[src/rtl/cnn_pkg.sv]
// Shared CNN datapath types and the requantisation helper used by the
// accumulator and the later pooling/FC stages.
package cnn_pkg;

   localparam int IN_W  = 8;
   localparam int ACC_W = 16;
   localparam int OUT_W = 8;

   typedef logic [IN_W-1:0]          sum_t;
   typedef logic signed [ACC_W-1:0]  acc_t;
   typedef logic [OUT_W-1:0]         pix_t;

   typedef struct packed {
      pix_t pix;
      logic sat;
   } req_t;

   localparam acc_t PIX_MAX = acc_t'((1 << OUT_W) - 1);

   // ReLU, arithmetic right shift and clamp to the unsigned pixel range;
   // sat is raised only when clamping from above.
   function automatic req_t requant(input acc_t r, input int unsigned shift);
      req_t res;
      acc_t y;
      res = '0;
      y   = r >>> shift;
      if (r[ACC_W-1]) begin
         res = '0;
      end else if (y > PIX_MAX) begin
         res.pix = '1;
         res.sat = 1'b1;
      end else begin
         res.pix = y[OUT_W-1:0];
      end
      return res;
   endfunction

endpackage

[src/rtl/relu_requant.sv]
// Combinational bias-add, ReLU, shift and saturate for one output pixel.
// Shared by any stage that turns a wide signed sum into an 8-bit pixel.
module relu_requant
   import cnn_pkg::*;
#(
   parameter int SHIFT = 2
) (
   input  logic [ACC_W-1:0] acc,
   input  logic [IN_W-1:0]  sum,
   input  logic [ACC_W-1:0] bias,
   output logic [OUT_W-1:0] pix,
   output logic             sat
);

   logic signed [ACC_W:0] r;
   acc_t                  clamped;
   req_t                  res;

   assign r = $signed({1'b0, acc})
            + $signed({{(ACC_W+1-IN_W){1'b0}}, sum})
            + $signed({bias[ACC_W-1], bias});

   // Clamping the extra-wide sum into acc_t cannot change the result:
   // anything above the acc_t range still saturates after the shift, and
   // anything below it is negative and becomes zero through ReLU.
   always_comb begin
      clamped = r[ACC_W-1:0];
      if (r[ACC_W] != r[ACC_W-1]) begin
         clamped = r[ACC_W] ? {1'b1, {(ACC_W-1){1'b0}}}
                            : {1'b0, {(ACC_W-1){1'b1}}};
      end
   end

   assign res = requant(clamped, SHIFT);
   assign pix = res.pix;
   assign sat = res.sat;

endmodule

[src/rtl/conv_accumulator.sv]
// Accumulates TERMS adder sums per output pixel, then bias/ReLU/requantises
// the result into a valid/ready output register for the pooling stage.
module conv_accumulator #(
   parameter int IN_W  = cnn_pkg::IN_W,
   parameter int ACC_W = cnn_pkg::ACC_W,
   parameter int TERMS = 9,
   parameter int SHIFT = 2,
   parameter int OUT_W = cnn_pkg::OUT_W
) (
   input  logic             Clk,
   input  logic             Rst,
   input  logic [IN_W-1:0]  sum_in,
   input  logic             sum_valid,
   output logic             sum_ready,
   input  logic [ACC_W-1:0] bias,
   input  logic             flush,
   output logic [OUT_W-1:0] out_data,
   output logic             out_valid,
   input  logic             out_ready,
   output logic             sat_flag
);

   localparam int CNT_W = (TERMS > 1) ? $clog2(TERMS) : 1;
   localparam logic [CNT_W-1:0] LAST_CNT = CNT_W'(TERMS - 1);

   logic [ACC_W-1:0] acc;
   logic [CNT_W-1:0] term_cnt;
   logic             last_term;
   logic             accept;
   logic             complete;
   logic [OUT_W-1:0] new_pix;
   logic             new_sat;

   assign last_term = (term_cnt == LAST_CNT);

   // Only the completing term must wait for a free output register; earlier
   // terms keep accumulating underneath a stalled output.
   assign sum_ready = !(last_term && out_valid && !out_ready);
   assign accept    = sum_valid && sum_ready;
   assign complete  = accept && last_term && !flush;

   relu_requant #(
      .SHIFT (SHIFT)
   ) u_requant (
      .acc  (acc),
      .sum  (sum_in),
      .bias (bias),
      .pix  (new_pix),
      .sat  (new_sat)
   );

   // Partial-sum state; flush wins over any term presented in the same cycle.
   always_ff @(posedge Clk or posedge Rst) begin
      if (Rst) begin
         acc      <= '0;
         term_cnt <= '0;
      end else if (flush) begin
         acc      <= '0;
         term_cnt <= '0;
      end else if (accept) begin
         if (last_term) begin
            acc      <= '0;
            term_cnt <= '0;
         end else begin
            acc      <= acc + ACC_W'(sum_in);
            term_cnt <= term_cnt + 1'b1;
         end
      end
   end

   // Output register: a new pixel may replace one being handed off in the
   // same cycle, so the consumer sees back-to-back pixels with no bubble.
   always_ff @(posedge Clk or posedge Rst) begin
      if (Rst) begin
         out_data  <= '0;
         out_valid <= 1'b0;
         sat_flag  <= 1'b0;
      end else if (complete) begin
         out_data  <= new_pix;
         out_valid <= 1'b1;
         if (new_sat) begin
            sat_flag <= 1'b1;
         end
      end else if (out_valid && out_ready) begin
         out_valid <= 1'b0;
      end
   end

endmodule

[config.mk]
export PLATFORM = sky130hd
export DESIGN_NAME = conv_accumulator
export DESIGN_NICKNAME = d
export VERILOG_FILES = /design/src/rtl/cnn_pkg.sv /design/src/rtl/relu_requant.sv /design/src/rtl/conv_accumulator.sv
export SDC_FILE = /design/constraint.sdc
export NUM_CORES = 1
export LEC_CHECK = 0
export CORE_UTILIZATION = 50
export CTS_CLUSTER_DIAMETER = 50
export DETAILED_ROUTE_END_ITERATION = 7
export HOLD_SLACK_MARGIN = 0.06
export PLACE_DENSITY = 0.72
export SLEW_MARGIN = 40
export SYNTH_ARGS = -nofsm -noshare
export SYNTH_HDL_FRONTEND = slang
export SYNTH_HIERARCHICAL = 1
export SYNTH_SLANG_ARGS = --single-unit
[constraint.sdc]
create_clock -name Clk -period 9.33 [get_ports Clk]
set_input_delay 0.933 -clock Clk [delete_from_list [all_inputs] [get_ports Clk]]
set_output_delay 0.933 -clock Clk [all_outputs]
set_load 0.01 [all_outputs]
[Word-level counts from Yosys, hierarchy flattened]
Index checks and enable logic that the tools add are counted.
Word-level totals
  register bits after elaboration: 30
  word-level logic and storage cells: 37
Cells by class
  $add $sub $neg: 4
  order comparisons: 1
  equal/unequal tests: 2
  multiplexer cells: 13
  reductions and logical operators: 12
Operators with widths (number)
  $mux W16: 5
  $add A16 B8 Y17: 1
  $add A17 B16 Y17: 1
  $add A16 B8 Y16: 1
  $gt A14 B9 Y1 const B: 1
  $mux W4: 3
  $mux W9: 1
  $mux W8: 1
  $logic_and A1 B1 Y1: 6
  $add A4 B1 Y4 const B: 1
  $eq A4 B4 Y1 const B: 1
  $reduce_bool A2 Y1: 2
  $logic_not A1 Y1: 3
  $mux W1: 3
  $reduce_and A2 Y1: 1
  $ne A1 B1 Y1: 1

[Longest topological paths before layout]
Gate-level depths: netlist of run 1.
  depth in word-level cells: 8
  mapped depth: 17

[Modules after synthesis]
Netlist of run 1, hierarchy kept.
By module, submodules not included
  conv_accumulator: times used 1, cells an instance 175, area an instance 1722.9 um2, seq. area each 750.7 um2
  relu_requant: times used 1, cells an instance 155, area an instance 1204.9 um2, seq. area each 0.0 um2

[Worst setup path after synthesis of run 1]
No wires, ideal clock.
  path kind: input to register
  from: in bias[1]
  to: reg out_data[0]
  setup time: 125 ps
  arrival time: 4906 ps
  slack: 4299 ps
  stages on the path: 17
  path buffers: 0
  cells stage by stage: inv_1 > fa_1 > nor2_1 > fa_1 > a21oi_1 > o22ai_1 > o211ai_1 > a21oi_1 > mux2i_1 > or2_2 > ha_1 > a211oi_1 > o41ai_1 > or4b_4 > a2111oi_4 > a21oi_1 > mux2_2
Between the ends
  word-level cells in the longest chain between the ends: 6
  elaborated cells between the ends (all ways): 7
  those cells by class: 1 x add/sub; 1 x order compare; 1 x eq/ne; 4 x mux
RTL lines
  from (decl): line conv_accumulator.sv:15  | input logic [ACC_W-1:0] bias,
  $add A17 B16 Y17 *: line relu_requant.sv:21  | + $signed({bias[ACC_W-1], bias});
  $mux W16 / $ne A1 B1 Y1 (equally long branches): line relu_requant.sv:29, relu_requant.sv:28
  $mux W16 *: line relu_requant.sv:28  | if (r[ACC_W] != r[ACC_W-1]) begin
  $gt A14 B9 Y1: line cnn_pkg.sv:29  | end else if (y > PIX_MAX) begin
  $mux W8: line cnn_pkg.sv:29
  $mux W9 *: line cnn_pkg.sv:27  | if (r[ACC_W-1]) begin
  named net new_pix[0]: line conv_accumulator.sv:31  | logic [OUT_W-1:0] new_pix;
  to (signal assigned): line conv_accumulator.sv:79  | out_data <= new_pix;
  to (decl): line conv_accumulator.sv:17  | output logic [OUT_W-1:0] out_data,
Mark *: on every way through the listed nets, which the timed path passes. The rest lies on a longest branch.
A chain may end at the register's enable or synchronous reset.

[Worst setup path in the final report of run 1]
  from: in bias[1]
  to: reg out_data[6]
The elaborated chain is that of the path after synthesis.

==> flow_summary.yaml, run 1 <==
setup_path:
  criticalPathCategory: "primary input to flip-flop"
  cp.buffers_inverters: 2
  slowest_delay_ns: 0.55
  worstPathArrival_ns: 5.74
  cp_top_family: "compound AO/OA/AOI/OAI gates"
  path_cells: "clkdlybuf4s50_1, inv_1, fa_1, nor2_1, fa_1, a21oi_1, o22ai_1, o211ai_1, a21oi_1, mux2i_1, or2_2, ha_1, a211oi_1, o41ai_1, or4b_4, a2111oi_4, a21oi_1, mux2_2"
  crit_top_cell: "a21oi_1"
  end_kind: "flip-flop"
  r2r_cells: 17
  cp.required_ns: 9.50
  cpMaxStageDelayCell: "or4b_4"
  start_kind: "primary input"
  r2r-end: "out_data[6]"
  path_max_fanout: 9
  setup.worst_path.start: "bias[1]"
  reg2reg_slack_ns: 4.48
  r2r_start: "acc[0]"
placement:
  dpl.hpwl_um: 5410
  gp_congestion: 0.869
  numPortBuffers: 39
  dp.cells: 441
global_route:
  antenna_found_initial: 0
  first_global_vias: 2531
  overflow: 0
  grt_pass1_wl_um: 11500
  met3_usage_pct: 3.72
  met2_usage_pct: 41.6
  grt_use_total_pct: 24.0
  use_met1_pct: 30.9
  busiest_layer: "met2"
  grt_max_degree: 31
drt:
  route.detailed.drc: 0
  detail-route-antenna-nets: 0
  vias_per_cell: 5.90
  wl_per_cell_um: 15.0
  drt_iter0_drc: 119
  firstDrtPassIters: 4
  drt_wl_total_um: 6740
  route.vias.total: 2647
yosys:
  synthMostInstantiatedCell: "ha_1"
  synth_area_um2: 2930
  async_flop_share_pct: 100
  avgSynthCellArea_um2: 8.87
  ys_types: 61
  ys_ff_latch: 30
  netlist_top_cells_count: "ha_1 (35), a21oi_1 (30), dfrtp_1 (30), inv_1 (30), nor2_1 (24)"
  yosysTopAreaCellShare_pct: 25.6
  synthCells: 330
  synth_flop_cell: "dfrtp_1"
  yosysTopAreaCell: "dfrtp_1"
  yosysSeqAreaShare_pct: 25.6
  synth-edff-count: 0
  synthTopCellsByArea: "dfrtp_1 (26%), ha_1 (15%), fa_1 (6.2%)"
  syn-num-nets: 403
  yosys_warnings: 6
power_and_ir_drop:
  p_leak_uw: 0.00155
  pwr_density_cell_nw_per_um2: 131
  vdd_drop_max_uv: 88.6
floorplanning:
  coreArea_um2: 5570
  rows: 27
  die_w_um: 78.5
  io_pins: 40
  start_util_pct: 52.5
  die-area_um2: 6170
  die_height_um: 78.5
min_path:
  hp-class: "flip-flop to flip-flop"
  holdPathStages: 1
  holdPathEnd: "sat_flag"
  hold_start: "sat_flag"
timing:
  slew_headroom_pct: 56.5
  setup_viol: 0
  tightest_slew_ns: 0.650
  period_minus_slack_ns: 5.57
  fin_crit_sh_pct: 59.7
  tns_ns: 0
  drv_slew: 0
  fin_skew_ns: 0.0123
  fmax_mhz: 180
  rsz0062_at_grt: "false"
  finalHoldViolations: 0
finish:
  antenna_cells: 0
  drive_gt1_share_pct: 9.02
  nFillCells: 484
  nNetsFinal: 449
  area_delta_synth_final_pct: 20.4
  utilization_pct: 63.2
  instances_no_fill: 449
clock_tree:
  clk_pin_slew_ns: 0.06
  clk_path_buf_depth: 2
  cts_tree: "done"
  root_buffer: "clkbuf_8"
  insertion_delay_ns: 0.29
  cts_resized: 0
  cts_hold_buf: 0
  post-cts-setup-buffer-count: 0
  clock-sinks: 30
  h-tree-depth: 2
  cts_buffers: 5
status:
  status: "completed"
flow_run:
  drv_cap: 0
worst max path at each step:
stage	to	slack (ns)	depth (start not counted)
final	out_data[6]	3.76	18
after global routing	out_data[1]	3.49	18
after global placement	out_data[0]	3.55	18
after floorplan	out_data[0]	4.30	17
after CTS	out_data[4]	3.78	18
after detailed placement	out_data[4]	3.48	18
report_power, final:
part / switching [µW] / total [µW] / internal (µW)
combinational: 104 / 186 / 82.0
sequential: 7.22 / 143 / 136
clock: 52.1 / 131 / 78.6
routing by layer:
layer,part of all wire (%),wire length [µm]
met1,45,3050
met2,49,3320
met3,4.5,306
met4,0.91,61
met5,0,0
flip-flops by register name (all words and copies together) (netlist names):
register,count
sat_flag,1
acc,16
term_cnt,4
out_data,8
out_valid,1
final cells by class:
| class | count | area [µm²] | share of cell area (%) |
|---|---|---|---|
| multi-input cells | 269 | 2060 | 58.6 |
| flip-flops and latches | 30 | 751 | 21.3 |
| repair buffers | 40 | 398 | 11.3 |
| inverters | 30 | 113 | 3.19 |
| well taps | 72 | 90.1 | 2.56 |
| clock buffers | 5 | 68.8 | 1.95 |
| clock inverters | 3 | 40.0 | 1.14 |
stage by stage:
| stage | area, µm² | total power [µW] | setup slack [ns] | hold WS (ns) |
|---|---|---|---|---|
| final | 3520 | 460 | 3.76 | 0.469 |
| after global placement | 3410 | 327 | 3.55 | 0.444 |
| after global routing | 3520 | 494 | 3.49 | 0.500 |
| after CTS | 3520 | 462 | 3.78 | 0.477 |
| after floorplan | 2930 | 280 | 4.30 | 0.486 |
| after detailed placement | 3420 | 329 | 3.48 | 0.462 |
worst reg2reg max path: stages (launching register included):
cell and delay, ns:
dfrtp_1 0.40, ha_1 0.28, a21oi_1 0.28, nor2_1 0.10, fa_1 0.42, a21oi_1 0.20
o22ai_1 0.16, o211ai_1 0.22, a21oi_1 0.11, mux2i_1 0.14, or2_2 0.30, ha_1 0.33
a211oi_1 0.21, o41ai_1 0.10, or4b_4 0.55, a2111oi_4 0.50, a21oi_1 0.13, mux2_2 0.29
placed cells by master (no fill, tap or decap), types with 7 or more instances in the layout:
master and count:
a21oi_1 30, clkdlybuf4s50_1 39, dfrtp_1 30, fa_1 9, ha_1 35, inv_1 30
mux2_2 9, nand2_1 23, nand3_1 13, nor2_1 24, o21a_1 7, o21ai_0 22
or3_1 7, xnor2_1 7
kinds of logic (layout without fill, tap and decap cells):
| kind of cell | Yosys count | in the layout | share of synthesized area [%] |
|---|---|---|---|
| adders and majority gates | 44 | 44 | 21.1 |
| DFF | 30 | 30 | 25.6 |
| xor gates and xnor gates | 13 | 13 | 3.89 |
| and+or+nand+nor | 97 | 97 | 17.3 |
| AOI/OAI and AO/OA | 105 | 105 | 24.3 |
| buffers and inverters | 31 | 78 | 4.02 |
| muxes | 10 | 10 | 3.80 |
No activity file was read; power rests on OpenSTA's default activity.
==> run 2, diff against run 1 <==
==> constraint.sdc (replaced) <==
create_clock -name Clk -period 5.2 [get_ports Clk]
set_input_delay 0.52 -clock Clk [delete_from_list [all_inputs] [get_ports Clk]]
set_output_delay 0.52 -clock Clk [all_outputs]
set_load 0.01 [all_outputs]
==> flow_summary.yaml, run 2 (synthesis results as in run 1) <==
status:
  status: "completed"
clock_tree:
  cts_hold_buf: 0
  cts_buffers: 5
  clk_pin_slew_ns: 0.06
  insertion_delay_ns: 0.28
  clock-sinks: 30
  h-tree-depth: 2
  clk_path_buf_depth: 2
  cts_tree: "done"
  root_buffer: "clkbuf_8"
timing:
  fmax_mhz: 199
  slew_headroom_pct: 51.6
  tns_ns: 0
  setup_viol: 0
  drv_slew: 0
  finalHoldViolations: 0
  tightest_slew_ns: 0.722
  fin_crit_sh_pct: 96.7
  rsz0062_at_grt: "false"
  setup_slack_ns: 0.174
  fin_skew_ns: 0.00597
  period_minus_slack_ns: 5.03
drt:
  route.vias.total: 2661
  firstDrtPassIters: 4
  detail-route-antenna-nets: 0
  met2_length_um: 3180
  drt_wl_total_um: 6720
  wl_met3_um: 275
  vias_per_cell: 5.82
  topRoutingLayerUsed: "met4"
  wl_per_cell_um: 14.7
  route.detailed.drc: 0
  drt_iter0_drc: 133
  wl_met1_um: 3190
floorplanning:
  die-area_um2: 6170
  die_height_um: 78.5
  die_w_um: 78.5
  rows: 27
  start_util_pct: 52.5
  coreArea_um2: 5570
  io_pins: 40
min_path:
  hp-class: "flip-flop to flip-flop"
  holdPathStages: 1
  hold_start: "sat_flag"
  holdPathEnd: "sat_flag"
placement:
  dpl-instance-area_um2: 3480
  dpl.hpwl_um: 5320
  pre_cts_ws_ns: -0.111
  numPortBuffers: 39
  dp.cells: 449
  gp_congestion: 0.899
finish:
  reg_top3: "acc: 16 flops, out_data: 8 flops, term_cnt: 4 flops"
  instances_no_fill: 457
  antenna_cells: 0
  largest_reg_flops: 16
  nNetsFinal: 457
  nFillCells: 474
  area_delta_synth_final_pct: 23.9
  layout_commonest_cell: "clkdlybuf4s50_1"
  fin_area_um2: 3630
  drive_gt1_share_pct: 11.2
  layout_common_cells: "clkdlybuf4s50_1 (39), ha_1 (35), inv_1 (30), a21oi_1 (30), dfrtp_1 (30)"
  top_register: "acc"
power_and_ir_drop:
  pwr-share-seq_pct: 28.5
  combPwrFrac_pct: 38.6
  p_leak_uw: 0.00160
  power_frac_clock_pct: 33.0
  p_switching_uw: 294
  total_power_uw: 901
  sw_frac_of_total_pct: 32.7
  pwr_density_cell_nw_per_um2: 248
  vdd_drop_max_uv: 148
  p_int_uw: 607
setup_path:
  end_kind: "flip-flop"
  r2r_cells: 18
  r2r-end: "out_data[7]"
  path_max_fanout: 9
  reg2reg_slack_ns: 0.49
  cp.required_ns: 5.37
  r2r_start: "acc[0]"
  criticalPathCategory: "primary input to flip-flop"
  start_kind: "primary input"
  worstPathArrival_ns: 5.19
global_route:
  first_global_vias: 2527
  grt_use_total_pct: 23.4
  antenna_found_initial: 0
  grt_max_degree: 31
  overflow: 0
  grt_pass1_wl_um: 11400
flow_run:
  drv_cap: 0
[run 2: changes by cell type in the layout (fill, tap and decap cells not counted), sizes merged]
cell,previous run,this run
bufinv,1,2
clkinv,2,0
buf,1,9
clkbuf,5,6
[run 2: power by group through the flow]
stage	Combinational [µW]	Clock (µW)	Sequential [µW]
after global routing	386	314	258
after global placement	341	0	260
final	348	297	256
after floorplan	244	0	258
after CTS	345	302	256
after detailed placement	342	0	261
[run 2: timing repair]
| item | in CTS | in global routing |
|---|---|---|
| buffers inserted | 0 | 0 |
| resized for setup | 0 | 2 |
| setup endpoints to repair | 0 | 8 |
[run 2: layout make-up]
type	instances	area, µm²	share of cell area (%)
Multi-Input combinational cell	269	2070	57.1
Sequential cell	30	751	20.7
Timing Repair Buffer	48	462	12.7
Inverter	30	113	3.10
Tap cell	72	90.1	2.48
Clock buffer	6	82.6	2.28
Clock inverter	2	60.1	1.66
[run 2: how the worst max path moves through the flow]
stage	startpoint	to	slack [ns]
3_5_place_dp	bias[1]	out_data[5]	-0.11
6_report	bias[1]	out_data[7]	0.17
5_1_grt	bias[1]	out_data[7]	0.02
4_1_cts	bias[1]	out_data[5]	0.19
3_3_place_gp	bias[1]	out_data[0]	-0.01
2_1_floorplan	bias[1]	out_data[0]	0.58
[run 2: metal layers]
metal | global-route usage, % | vias up
met1 | 31.4 | 1271
met5 | 0 | -
met2 | 38.5 | 65
met3 | 3.95 | 8
met4 | 6.85 | 0
li1 | - | 1317
[run 2: through the flow]
step	hold slack, ns	utilization [%]
detailed placement	0.452	62.4
global placement	0.444	62.3
CTS	0.467	64.9
floorplan	0.486	-
finish	0.461	65.1
global route	0.493	65.1
[run 2: worst max-delay path, stage by stage]
cell and delay [ns]:
clkdlybuf4s50_1 0.46, inv_1 0.06, fa_1 0.54, nor2_1 0.06
fa_1 0.40, a21oi_1 0.21, o22ai_1 0.16, o211ai_1 0.21
a21oi_1 0.11, mux2i_1 0.15, or2_2 0.30, ha_1 0.32
a211oi_2 0.20, o41ai_1 0.10, or4b_4 0.55, a2111oi_4 0.29
buf_6 0.18, a21oi_1 0.07, mux2_2 0.29
==> run 3, diff against run 2 <==
--- a/config.mk
+++ b/config.mk
@@ -5,11 +5,12 @@
 export SDC_FILE = /design/constraint.sdc
 export NUM_CORES = 1
 export LEC_CHECK = 0
-export CORE_UTILIZATION = 50
+export CORE_UTILIZATION = 25
 export CTS_CLUSTER_DIAMETER = 50
 export DETAILED_ROUTE_END_ITERATION = 7
+export GPL_TIMING_DRIVEN = 0
 export HOLD_SLACK_MARGIN = 0.06
-export PLACE_DENSITY = 0.72
+export PLACE_DENSITY = 0.41
 export SLEW_MARGIN = 40
 export SYNTH_ARGS = -nofsm -noshare
 export SYNTH_HDL_FRONTEND = slang
==> flow_summary.yaml, run 3 (synthesis results as in run 1) <==
finish:
  instances_no_fill: 523
  layout_common_cells: "clkdlybuf4s50_1 (37), ha_1 (34), dfrtp_1 (30), inv_1 (29), a21oi_1 (28)"
  layout_commonest_cell: "clkdlybuf4s50_1"
  area_delta_synth_final_pct: 28.7
  top_register: "acc"
  drive_gt1_share_pct: 12.4
  largest_reg_flops: 16
  nNetsFinal: 453
  antenna_cells: 0
  fin_area_um2: 3770
  reg_top3: "acc: 16 flops, out_data: 8 flops, term_cnt: 4 flops"
drt:
  route.detailed.drc: 0
  route.vias.total: 2573
  drt_wl_total_um: 7980
  drt_iter0_drc: 103
  vias_per_cell: 4.92
  detail-route-antenna-nets: 0
  firstDrtPassIters: 4
  wl_per_cell_um: 15.3
clock_tree:
  cts_tree: "done"
  insertion_delay_ns: 0.27
  clock-sinks: 30
  cts_hold_buf: 0
  clk_path_buf_depth: 2
  cts_buffers: 5
  h-tree-depth: 2
  root_buffer: "clkbuf_16"
  clk_pin_slew_ns: 0.05
power_and_ir_drop:
  vdd_drop_max_uv: 123
  pwr_density_cell_nw_per_um2: 253
  p_switching_uw: 317
  p_leak_uw: 0.00161
  p_int_uw: 637
  combPwrFrac_pct: 37.3
  power_frac_clock_pct: 35.8
  sw_frac_of_total_pct: 33.2
  pwr-share-seq_pct: 26.9
setup_path:
  worstPathArrival_ns: 5.17
  setup.worst_path.start: "bias[0]"
  r2r_start: "acc[1]"
  criticalPathCategory: "primary input to flip-flop"
  r2r_cells: 18
  start_kind: "primary input"
  r2r-end: "out_data[0]"
  cp-endpoint: "out_data[0]"
  reg2reg_slack_ns: 0.45
  path_max_fanout: 4
  end_kind: "flip-flop"
  cp.required_ns: 5.36
placement:
  gp_congestion: 0.785
  dpl.hpwl_um: 6220
  numPortBuffers: 38
  dp.cells: 512
  dpl-instance-area_um2: 3500
floorplanning:
  io_pins: 40
  coreArea_um2: 11400
  die-area_um2: 12100
  rows: 39
  die_w_um: 110
  die_height_um: 110
  start_util_pct: 25.6
timing:
  setup_viol: 0
  slew_headroom_pct: 54.0
  fin_crit_sh_pct: 96.4
  fin_skew_ns: 0.00328
  finalHoldViolations: 0
  fmax_mhz: 200
  drv_slew: 0
  period_minus_slack_ns: 5.01
  rsz0062_at_grt: "false"
  tightest_slew_ns: 0.688
global_route:
  first_global_vias: 2590
  grt_max_degree: 31
  grt_use_total_pct: 14.1
  grt_pass1_wl_um: 12900
  antenna_found_initial: 0
  overflow: 0
flow_run:
  drv_cap: 0
min_path:
  hold_start: "sat_flag"
  hp-class: "flip-flop to flip-flop"
status:
  status: "completed"
==> run 3: power groups by stage <==
stage / clock network [µW] / logic [µW] / registers [µW]
after floorplan: 0 / 244 / 258
after global routing: 362 / 402 / 259
final: 342 / 356 / 257
after detailed placement: 0 / 333 / 262
after CTS: 352 / 339 / 257
after global placement: 0 / 333 / 262
==> run 3: how the worst min path moves through the flow <==
stage	cells after the start	endpoint	slack, ns
after global placement	1	sat_flag	0.45
after CTS	1	sat_flag	0.47
final	1	sat_flag	0.46
after global routing	1	sat_flag	0.50
after floorplan	1	term_cnt[3]	0.49
after detailed placement	1	sat_flag	0.44
==> run 3: final cells by class <==
| type | count | area (µm²) |
|---|---|---|
| tap | 143 | 179 |
| multi-input combinational | 269 | 2130 |
| clock buffer | 6 | 139 |
| fill | 1209 | 7650 |
| buffer | 1 | 5.00 |
| clock inverter | 1 | 30.0 |
| inverter | 30 | 113 |
| sequential | 30 | 751 |
| timing repair buffer | 43 | 422 |
==> run 3: timing repair <==
| action | 4_1_cts | 5_1_grt |
|---|---|---|
| cloned | 0 | 1 |
| hold endpoints to repair | 0 | 0 |
| buffers inserted | 2 | 1 |
| resized for setup | 2 | 12 |
| setup endpoints to repair | 9 | 9 |
| pin swaps | 3 | 7 |
==> run 3: metal layers <==
| metal | global-route usage (%) | vias up | part of all wire [%] | routed length (µm) |
|---|---|---|---|---|
| li1 | - | 1319 | - | - |
| met1 | 19.3 | 1205 | 50 | 3970 |
| met2 | 23.5 | 40 | 46 | 3680 |
| met3 | 1.82 | 9 | 2.9 | 229 |
| met4 | 3.29 | 0 | 1.2 | 99 |
| met5 | 0 | - | 0 | 0 |
==> run 3: per-stage QoR <==
| step | setup TNS (ns) | setup slack, ns | hold slack, ns | total power (µW) | util [%] |
|---|---|---|---|---|---|
| after global routing | 0 | 0.00374 | 0.504 | 1020 | 33.0 |
| after CTS | 0 | 0.00244 | 0.468 | 948 | 32.3 |
| after global placement | -6.73 | -0.787 | 0.446 | 595 | 30.5 |
| after floorplan | 0 | 0.582 | 0.486 | 502 | - |
| final | 0 | 0.187 | 0.462 | 954 | 33.0 |
| after detailed placement | -6.60 | -0.776 | 0.443 | 595 | 30.6 |
==> run 3: critical path, cell delays in order <==
cell and delay (ns):
clkdlybuf4s50_1 0.41, ha_1 0.29, a21oi_1 0.27, nor2_1 0.11, fa_2 0.41, a21oi_4 0.20
o22ai_4 0.10, o211ai_1 0.27, a21oi_2 0.10, mux2i_1 0.14, or2_4 0.27, ha_4 0.25
a211oi_1 0.20, o41ai_1 0.11, or4b_4 0.56, a2111oi_4 0.40, buf_4 0.23, a21oi_1 0.07
mux2_2 0.26
